<file path="src/rtl/rs_pkg.sv">
// Shared constants for the round/saturate requantizer.
// Rounding mode encodings and the saturation counter width.
package rs_pkg;

  typedef enum logic [1:0] {
    RS_TRUNC     = 2'b00,
    RS_HALF_UP   = 2'b01,
    RS_HALF_EVEN = 2'b10,
    RS_RSVD      = 2'b11
  } rs_mode_e;

  localparam int SAT_CNT_W = 16;

endpackage

</file>
<file path="src/rtl/rs_lane.sv">
// Per-lane round (pre-register) and saturate (post-register) logic.
// The two halves are independent so the top can put a register between them.
module rs_lane
  import rs_pkg::*;
#(
  parameter int IN_WLEN  = 16,
  parameter int OUT_WLEN = 12,
  parameter int SHIFT_W  = 4,
  parameter int SIGNED   = 1
) (
  input  logic [IN_WLEN-1:0]  din,
  input  logic [SHIFT_W-1:0]  shift,
  input  logic [1:0]          mode,
  output logic [IN_WLEN:0]    rnd,
  input  logic [IN_WLEN:0]    rnd_q,
  output logic [OUT_WLEN-1:0] dout,
  output logic                sat
);

  localparam int W = IN_WLEN + 1;

  localparam logic signed [W-1:0] HI =
    (SIGNED != 0)
      ? {{(W-OUT_WLEN+1){1'b0}}, {(OUT_WLEN-1){1'b1}}}
      : {{(W-OUT_WLEN){1'b0}}, {OUT_WLEN{1'b1}}};

  localparam logic signed [W-1:0] LO =
    (SIGNED != 0)
      ? {{(W-OUT_WLEN+1){1'b1}}, {(OUT_WLEN-1){1'b0}}}
      : '0;

  logic [W-1:0]        ext;
  logic signed [W-1:0] qs;
  logic [IN_WLEN-1:0]  low_m;
  logic [IN_WLEN-1:0]  stk_m;
  logic [IN_WLEN-1:0]  grd_m;
  logic                g;
  logic                t;
  logic                inc;

  // low_m covers the s discarded bits; its top bit is the guard
  always_comb begin
    ext   = {(SIGNED != 0) ? din[IN_WLEN-1] : 1'b0, din};
    qs    = $signed(ext) >>> shift;
    low_m = ~({IN_WLEN{1'b1}} << shift);
    stk_m = low_m >> 1;
    grd_m = low_m ^ stk_m;
    g     = |(din & grd_m);
    t     = |(din & stk_m);
    inc   = 1'b0;
    unique case (1'b1)
      (mode == RS_HALF_UP):   inc = g;
      (mode == RS_HALF_EVEN): inc = g & (t | qs[0]);
      default:                inc = 1'b0;
    endcase
    rnd = qs + W'(inc);
  end

  always_comb begin
    dout = rnd_q[OUT_WLEN-1:0];
    sat  = 1'b0;
    if ($signed(rnd_q) > HI) begin
      dout = HI[OUT_WLEN-1:0];
      sat  = 1'b1;
    end else if ($signed(rnd_q) < LO) begin
      dout = LO[OUT_WLEN-1:0];
      sat  = 1'b1;
    end
  end

endmodule

</file>
<file path="src/rtl/round_sat_pipe.sv">
// Multi-lane requantizer: round stage, saturate stage, valid/ready
// handshake and a sticky saturation counter.
module round_sat_pipe
  import rs_pkg::*;
#(
  parameter int IN_WLEN  = 16,
  parameter int OUT_WLEN = 12,
  parameter int LANES    = 4,
  parameter int SHIFT_W  = 4,
  parameter int SIGNED   = 1
) (
  input  logic                      clk,
  input  logic                      rst_n,
  input  logic                      s_valid,
  output logic                      s_ready,
  input  logic [LANES*IN_WLEN-1:0]  s_data,
  input  logic [SHIFT_W-1:0]        s_shift,
  input  logic [1:0]                s_mode,
  output logic                      m_valid,
  input  logic                      m_ready,
  output logic [LANES*OUT_WLEN-1:0] m_data,
  output logic [LANES-1:0]          m_sat,
  input  logic                      clear_cnt,
  output logic [SAT_CNT_W-1:0]      sat_count
);

  if (OUT_WLEN > IN_WLEN) begin : g_bad_out
    $error("OUT_WLEN must not exceed IN_WLEN");
  end
  if ((1 << SHIFT_W) - 1 > IN_WLEN - 1) begin : g_bad_shift
    $error("SHIFT_W too wide for IN_WLEN");
  end

  logic [LANES-1:0][IN_WLEN-1:0]  lane_in;
  logic [LANES-1:0][IN_WLEN:0]    rnd_d;
  logic [LANES-1:0][IN_WLEN:0]    rnd_q;
  logic [LANES-1:0][OUT_WLEN-1:0] out_d;
  logic [LANES-1:0][OUT_WLEN-1:0] out_q;
  logic [LANES-1:0]               sat_d;
  logic [LANES-1:0]               sat_q;
  logic                           v1;
  logic                           v2;
  logic                           ld2;
  logic                           adv1;
  logic                           take;
  logic                           m_hs;
  logic [SAT_CNT_W-1:0]           cnt_q;

  assign lane_in = s_data;

  for (genvar i = 0; i < LANES; i++) begin : g_lane
    rs_lane #(
      .IN_WLEN  (IN_WLEN),
      .OUT_WLEN (OUT_WLEN),
      .SHIFT_W  (SHIFT_W),
      .SIGNED   (SIGNED)
    ) u_lane (
      .din   (lane_in[i]),
      .shift (s_shift),
      .mode  (s_mode),
      .rnd   (rnd_d[i]),
      .rnd_q (rnd_q[i]),
      .dout  (out_d[i]),
      .sat   (sat_d[i])
    );
  end

  assign ld2     = ~v2 | m_ready;
  assign adv1    = v1 & ld2;
  assign s_ready = ~v1 | adv1;
  assign take    = s_valid & s_ready;
  assign m_valid = v2;
  assign m_data  = out_q;
  assign m_sat   = sat_q;
  assign m_hs    = v2 & m_ready;

  always_ff @(posedge clk or negedge rst_n) begin
    if (!rst_n) begin
      v1    <= 1'b0;
      rnd_q <= '0;
    end else if (take) begin
      v1    <= 1'b1;
      rnd_q <= rnd_d;
    end else if (adv1) begin
      v1    <= 1'b0;
    end
  end

  always_ff @(posedge clk or negedge rst_n) begin
    if (!rst_n) begin
      v2    <= 1'b0;
      out_q <= '0;
      sat_q <= '0;
    end else if (ld2) begin
      v2 <= v1;
      if (v1) begin
        out_q <= out_d;
        sat_q <= sat_d;
      end
    end
  end

  // clear has priority; the count sticks at all-ones
  always_ff @(posedge clk or negedge rst_n) begin
    if (!rst_n) begin
      cnt_q <= '0;
    end else if (clear_cnt) begin
      cnt_q <= '0;
    end else if (m_hs && (|sat_q) && (cnt_q != '1)) begin
      cnt_q <= cnt_q + 1'b1;
    end
  end

  assign sat_count = cnt_q;

endmodule
</file>
<file path="config.mk">
export PLATFORM = sky130hd
export DESIGN_NAME = round_sat_pipe
export DESIGN_NICKNAME = d
export VERILOG_FILES = /design/src/rtl/rs_pkg.sv /design/src/rtl/rs_lane.sv /design/src/rtl/round_sat_pipe.sv
export SDC_FILE = /design/constraint.sdc
export NUM_CORES = 1
export LEC_CHECK = 0
export ABC_CLOCK_PERIOD_IN_PS = 2500
export CAP_MARGIN = 20
export CELL_PAD_IN_SITES_DETAIL_PLACEMENT = 0
export CELL_PAD_IN_SITES_GLOBAL_PLACEMENT = 1
export CORE_MARGIN = 5
export CORE_UTILIZATION = 50
export CTS_CLUSTER_DIAMETER = 200
export DETAILED_ROUTE_END_ITERATION = 12
export DONT_BUFFER_PORTS = 1
export GPL_ROUTABILITY_DRIVEN = 0
export PLACE_DENSITY = 0.86
export SYNTH_ARGS = -nofsm -noshare
export SYNTH_HDL_FRONTEND = slang
export SYNTH_SLANG_ARGS = --single-unit
</file>
<file path="constraint.sdc">
create_clock -name clk -period 2.5 [get_ports clk]
set_clock_uncertainty 0.1 [all_clocks]
set_input_delay 0.625 -clock clk [delete_from_list [all_inputs] [get_ports clk]]
set_output_delay 0.625 -clock clk [all_outputs]
set_load 0.03 [all_outputs]
</file>
==> metrics.md <==
| Metric | Value |
|---|---|
| GRT Total Usage | `26.0%` |
| Internal reg-to-reg setup slack | `460 ps` |
| Slew of the pin with the lowest slew margin | `849 ps` |
| Hold_ws | `-199 ps` |
| CP Launch Point | `s_shift[1]` |
| Max cap viols | `0` |
| Antenna cell count | `0` |
| Via count | `10847` |
| Worst VDD drop | `0.463 mV` |
| Cell depth of the worst setup path | `14` |
| Via/cell ratio | `6.08` |
| Buf+Inv Stages, Crit Path | `2` |
| Final wirelength | `34.9 mm` |
| Distinct cell type count after synthesis | `94` |
| Layout area overhead | `24.1%` |
| Die height | `163 um` |
| Final Max Slew Viols | `0` |
| Clock share of power | `31.8%` |
| R2r endpoint | `sat_count[6]` |
| Psw | `2.83 mW` |
| Pwr/cell area | `567 nW/um^2` |
| WS Path Type | `in2reg` |
| Die area | `26500 sq um` |
| Comb pwr share | `27.3%` |
| Nets | `1543` |
| DR WL/cell | `19.6 um` |
| Row Count | `55` |
| Min-delay worst type | `in2async` |
| Post-Syn Area per Cell | `8.90 sq um` |
| Crit. End Element | `flop` |
| Num CTS Buffers | `17` |
| EDFF count, synth | `0` |
| Antenna Violating Nets Remaining | `0` |
| Synth Instances | `1311` |
| Post-synthesis sequential area ratio | `29.6%` |
| Dpl hpwl | `25.1 mm` |
| Highest clock rate | `323 MHz` |
| Syn Nets | `1397` |
| Setup WS pre-CTS | `-964 ps` |
| Final worst-path cycle share | `124%` |
| Initial core utilization | `51.2%` |
| Leak pwr | `5.98 nW` |
| Post-layout minimum cycle time | `3090 ps` |
| Vias in the first global route | `10641` |
| Clk_lat worst skew | `410 ps` |
| Worst setup SP type | `input port` |
| Final Hold Viols | `138` |
| Critical path endpoint | `rnd_q[26]` |
| CTS Buffer Depth | `2` |
| CP required | `2730 ps` |
| Clk root buf | `clkbuf_16` |
| Total Power Consumption | `8.22 mW` |
| Die width | `163 um` |
| Slowest cell on crit path | `or4b_1` |
| Sequential group share of total power | `40.9%` |
| Status | `complete, but fails checks` |
| Top_reg_cell synth | `dfrtp_1` |
| 1st-iter DRT viols | `1078` |
| CTS tree | `done` |
| Synth async-reset ratio | `100%` |
| Violated checks | `hold timing, setup timing` |
| Pre-antenna DRT Iters | `5` |
| Initial antenna violation count | `0` |
| H-tree Lvls | `4` |
| Register-to-Register Path Depth | `8` |
| Worst Path Max Fanout | `128` |
| Finished Cell Area | `14500 sq um` |
| CTS Sinks | `138` |
| Post-Syn Area | `11700 sq um` |
| Drt drc | `0` |
| PortBufs | `0` |
| Ports | `145` |
| RSZ-0062 raised after global routing | `yes` |
| Layout cells sized above 1 | `32.1%` |
| Critical path arrival | `3320 ps` |
| Core ar. | `22800 sq um` |
| Sw Ratio | `34.5%` |
| CP max stage delay | `490 ps` |
| Cell Int Power | `5.38 mW` |
| YS warnings | `0` |
| Placed cell area | `13300 sq um` |
| Register bit count reported by yosys | `138` |
| First-pass GRT wire length | `56.7 mm` |
| Worst r2r src | `sat_count[7]` |
| Final setup fails | `64` |
| Final worst slack | `-593 ps` |
| Relative slew slack | `43.4%` |
| Largest net degree at the start of global routing | `139` |
| Reg clk slew, reported paths | `60 ps` |
| Critical-path cell list | `mux2_4 -> mux4_2 -> nand2_2 -> o21ai_2 -> or4b_1 -> a21oi_2 -> nor3_2 -> ha_4 -> buf_4 -> nand3b_4 -> a211o_4 -> buf_6 -> o31ai_2 -> a31oi_1` |
| CP top delay family | `multiplexers` |
| Final global-route overflow total | `0` |
==> worst min-delay path by stage <==
stage / start / endpoint / slack, ps / cells past startpoint
floorplan: rst_n / m_data[0] / 230 / 0
global placement: rst_n / m_data[27] / 240 / 0
detailed placement: rst_n / m_data[27] / 240 / 0
CTS: rst_n / m_data[27] / -210 / 0
global route: rst_n / m_data[27] / -210 / 0
finish: rst_n / m_data[27] / -200 / 0
==> final cells by class <==
| type | instances | area, sq um |
|---|---|---|
| Fill cell | 1935 | 8300 |
| Inverter | 26 | 101 |
| Tap cell | 313 | 392 |
| Clock inverter | 14 | 183 |
| Multi-Input combinational cell | 1040 | 8060 |
| Clock buffer | 18 | 439 |
| Timing Repair Buffer | 234 | 1850 |
| Sequential cell | 138 | 3450 |
==> placed cells by master (no fill, tap or decap), drive strengths merged, types with 5 or more instances in the layout <==
| master | Yosys | final |
|---|---|---|
| buf | 48 | 234 |
| o21a | 7 | 7 |
| nand3 | 34 | 34 |
| o21ai | 175 | 175 |
| ha | 11 | 11 |
| nor3 | 25 | 25 |
| nor4 | 18 | 18 |
| and2 | 17 | 17 |
| nand2 | 195 | 195 |
| mux2i | 43 | 43 |
| or4 | 5 | 5 |
| dfrtp | 138 | 138 |
| or2 | 6 | 6 |
| a22oi | 14 | 14 |
| a32oi | 6 | 6 |
| a211oi | 10 | 10 |
| mux2 | 45 | 45 |
| a21oi | 50 | 50 |
| a221oi | 10 | 10 |
| xor2 | 22 | 22 |
| o31ai | 14 | 14 |
| or3 | 6 | 6 |
| o211ai | 11 | 11 |
| o22ai | 9 | 9 |
| clkbuf | 59 | 18 |
| nor4b | 6 | 6 |
| xnor2 | 27 | 27 |
| nand3b | 5 | 5 |
| inv | 26 | 31 |
| nor2b | 6 | 6 |
| mux4 | 59 | 59 |
| nor2 | 83 | 83 |
| a31oi | 22 | 22 |
| nand2b | 14 | 14 |
| nand4 | 13 | 13 |
==> Yosys cell counts (11+ instances only) <==
cell type | n | area [sq um]
nand3_1 | 34 | 170
xnor2_1 | 27 | 236
inv_1 | 23 | 86.3
and2_1 | 17 | 106
a21oi_1 | 50 | 250
nor2_1 | 81 | 304
o31ai_1 | 14 | 105
clkbuf_1 | 58 | 218
ha_1 | 11 | 138
nand2_1 | 194 | 728
mux4_1 | 13 | 342
o21ai_0 | 167 | 836
a22oi_1 | 14 | 105
nand2b_1 | 14 | 87.6
nand4_1 | 12 | 75.1
dfrtp_1 | 138 | 3450
nor4_1 | 14 | 87.6
a31oi_1 | 22 | 138
mux2i_1 | 43 | 430
mux2_2 | 43 | 484
xor2_1 | 22 | 193
mux4_2 | 46 | 1040
buf_2 | 22 | 110
nor3_1 | 21 | 105
==> worst register-to-register path, delay by kind of cell (launching register included) <==
family	cells	cell delay, ps
AND/OR/NAND/NOR	5	630
XOR/XNOR	1	140
buffers and inverters	1	240
flip-flops	1	340
AO/OA/AOI/OAI	1	490
==> sequential cells by signal, summed over array words and instances, names as in the netlist <==
| register | flops |
|---|---|
| sat_count | 16 |
| rnd_q | 68 |
| m_valid | 1 |
| v1 | 1 |
| m_sat | 4 |
| m_data | 48 |
==> kinds of logic (layout without fill, tap and decap cells) <==
| group | Yosys count | count (layout) | share of synthesized area [%] |
|---|---|---|---|
| simple gates | 448 | 448 | 19.0 |
| flops | 138 | 138 | 29.6 |
| compound gates | 381 | 381 | 20.6 |
| xor+xnor | 49 | 49 | 3.68 |
| mux | 147 | 147 | 19.8 |
| buf+inv | 133 | 292 | 5.71 |
| fa+ha+maj | 15 | 15 | 1.52 |
==> power groups by stage <==
stage	logic [mW]	registers [mW]	clock network [mW]
6_report	2.25	3.36	2.61
5_1_grt	2.48	3.42	2.75
4_1_cts	2.15	3.37	2.66
3_5_place_dp	2.08	3.41	0
3_3_place_gp	2.04	3.40	0
2_1_floorplan	1.54	3.30	0
==> through the flow <==
stage                     std cells  utilization, %  setup TNS, ps  hold WS [ps]
final                          1783            63.6         -23730          -199
after global routing           1783            63.6         -24870          -215
after CTS                      1774            62.2         -18150          -210
after detailed placement       1732            58.5         -49250           236
after global placement         1732            58.5         -45400           236
after floorplan                1311               -         -53710           229
==> routing by layer <==
metal	routed length, um	vias to the layer above	GRT usage (%)
li1	-	5178	-
met1	15800	5114	38.2
met2	15000	489	38.2
met3	3150	66	5.87
met4	852	0	8.50
met5	0	-	0
==> timing repair <==
action / CTS / global route
endpoints found under the setup margin: 63 / 65
gates resized for setup: 29 / 68
cloned: 0 / 0
pin swaps: 13 / 40
hold endpoints to repair: 138 / 138
buffers inserted: 11 / 10
Power figures use the tool's default switching activity.
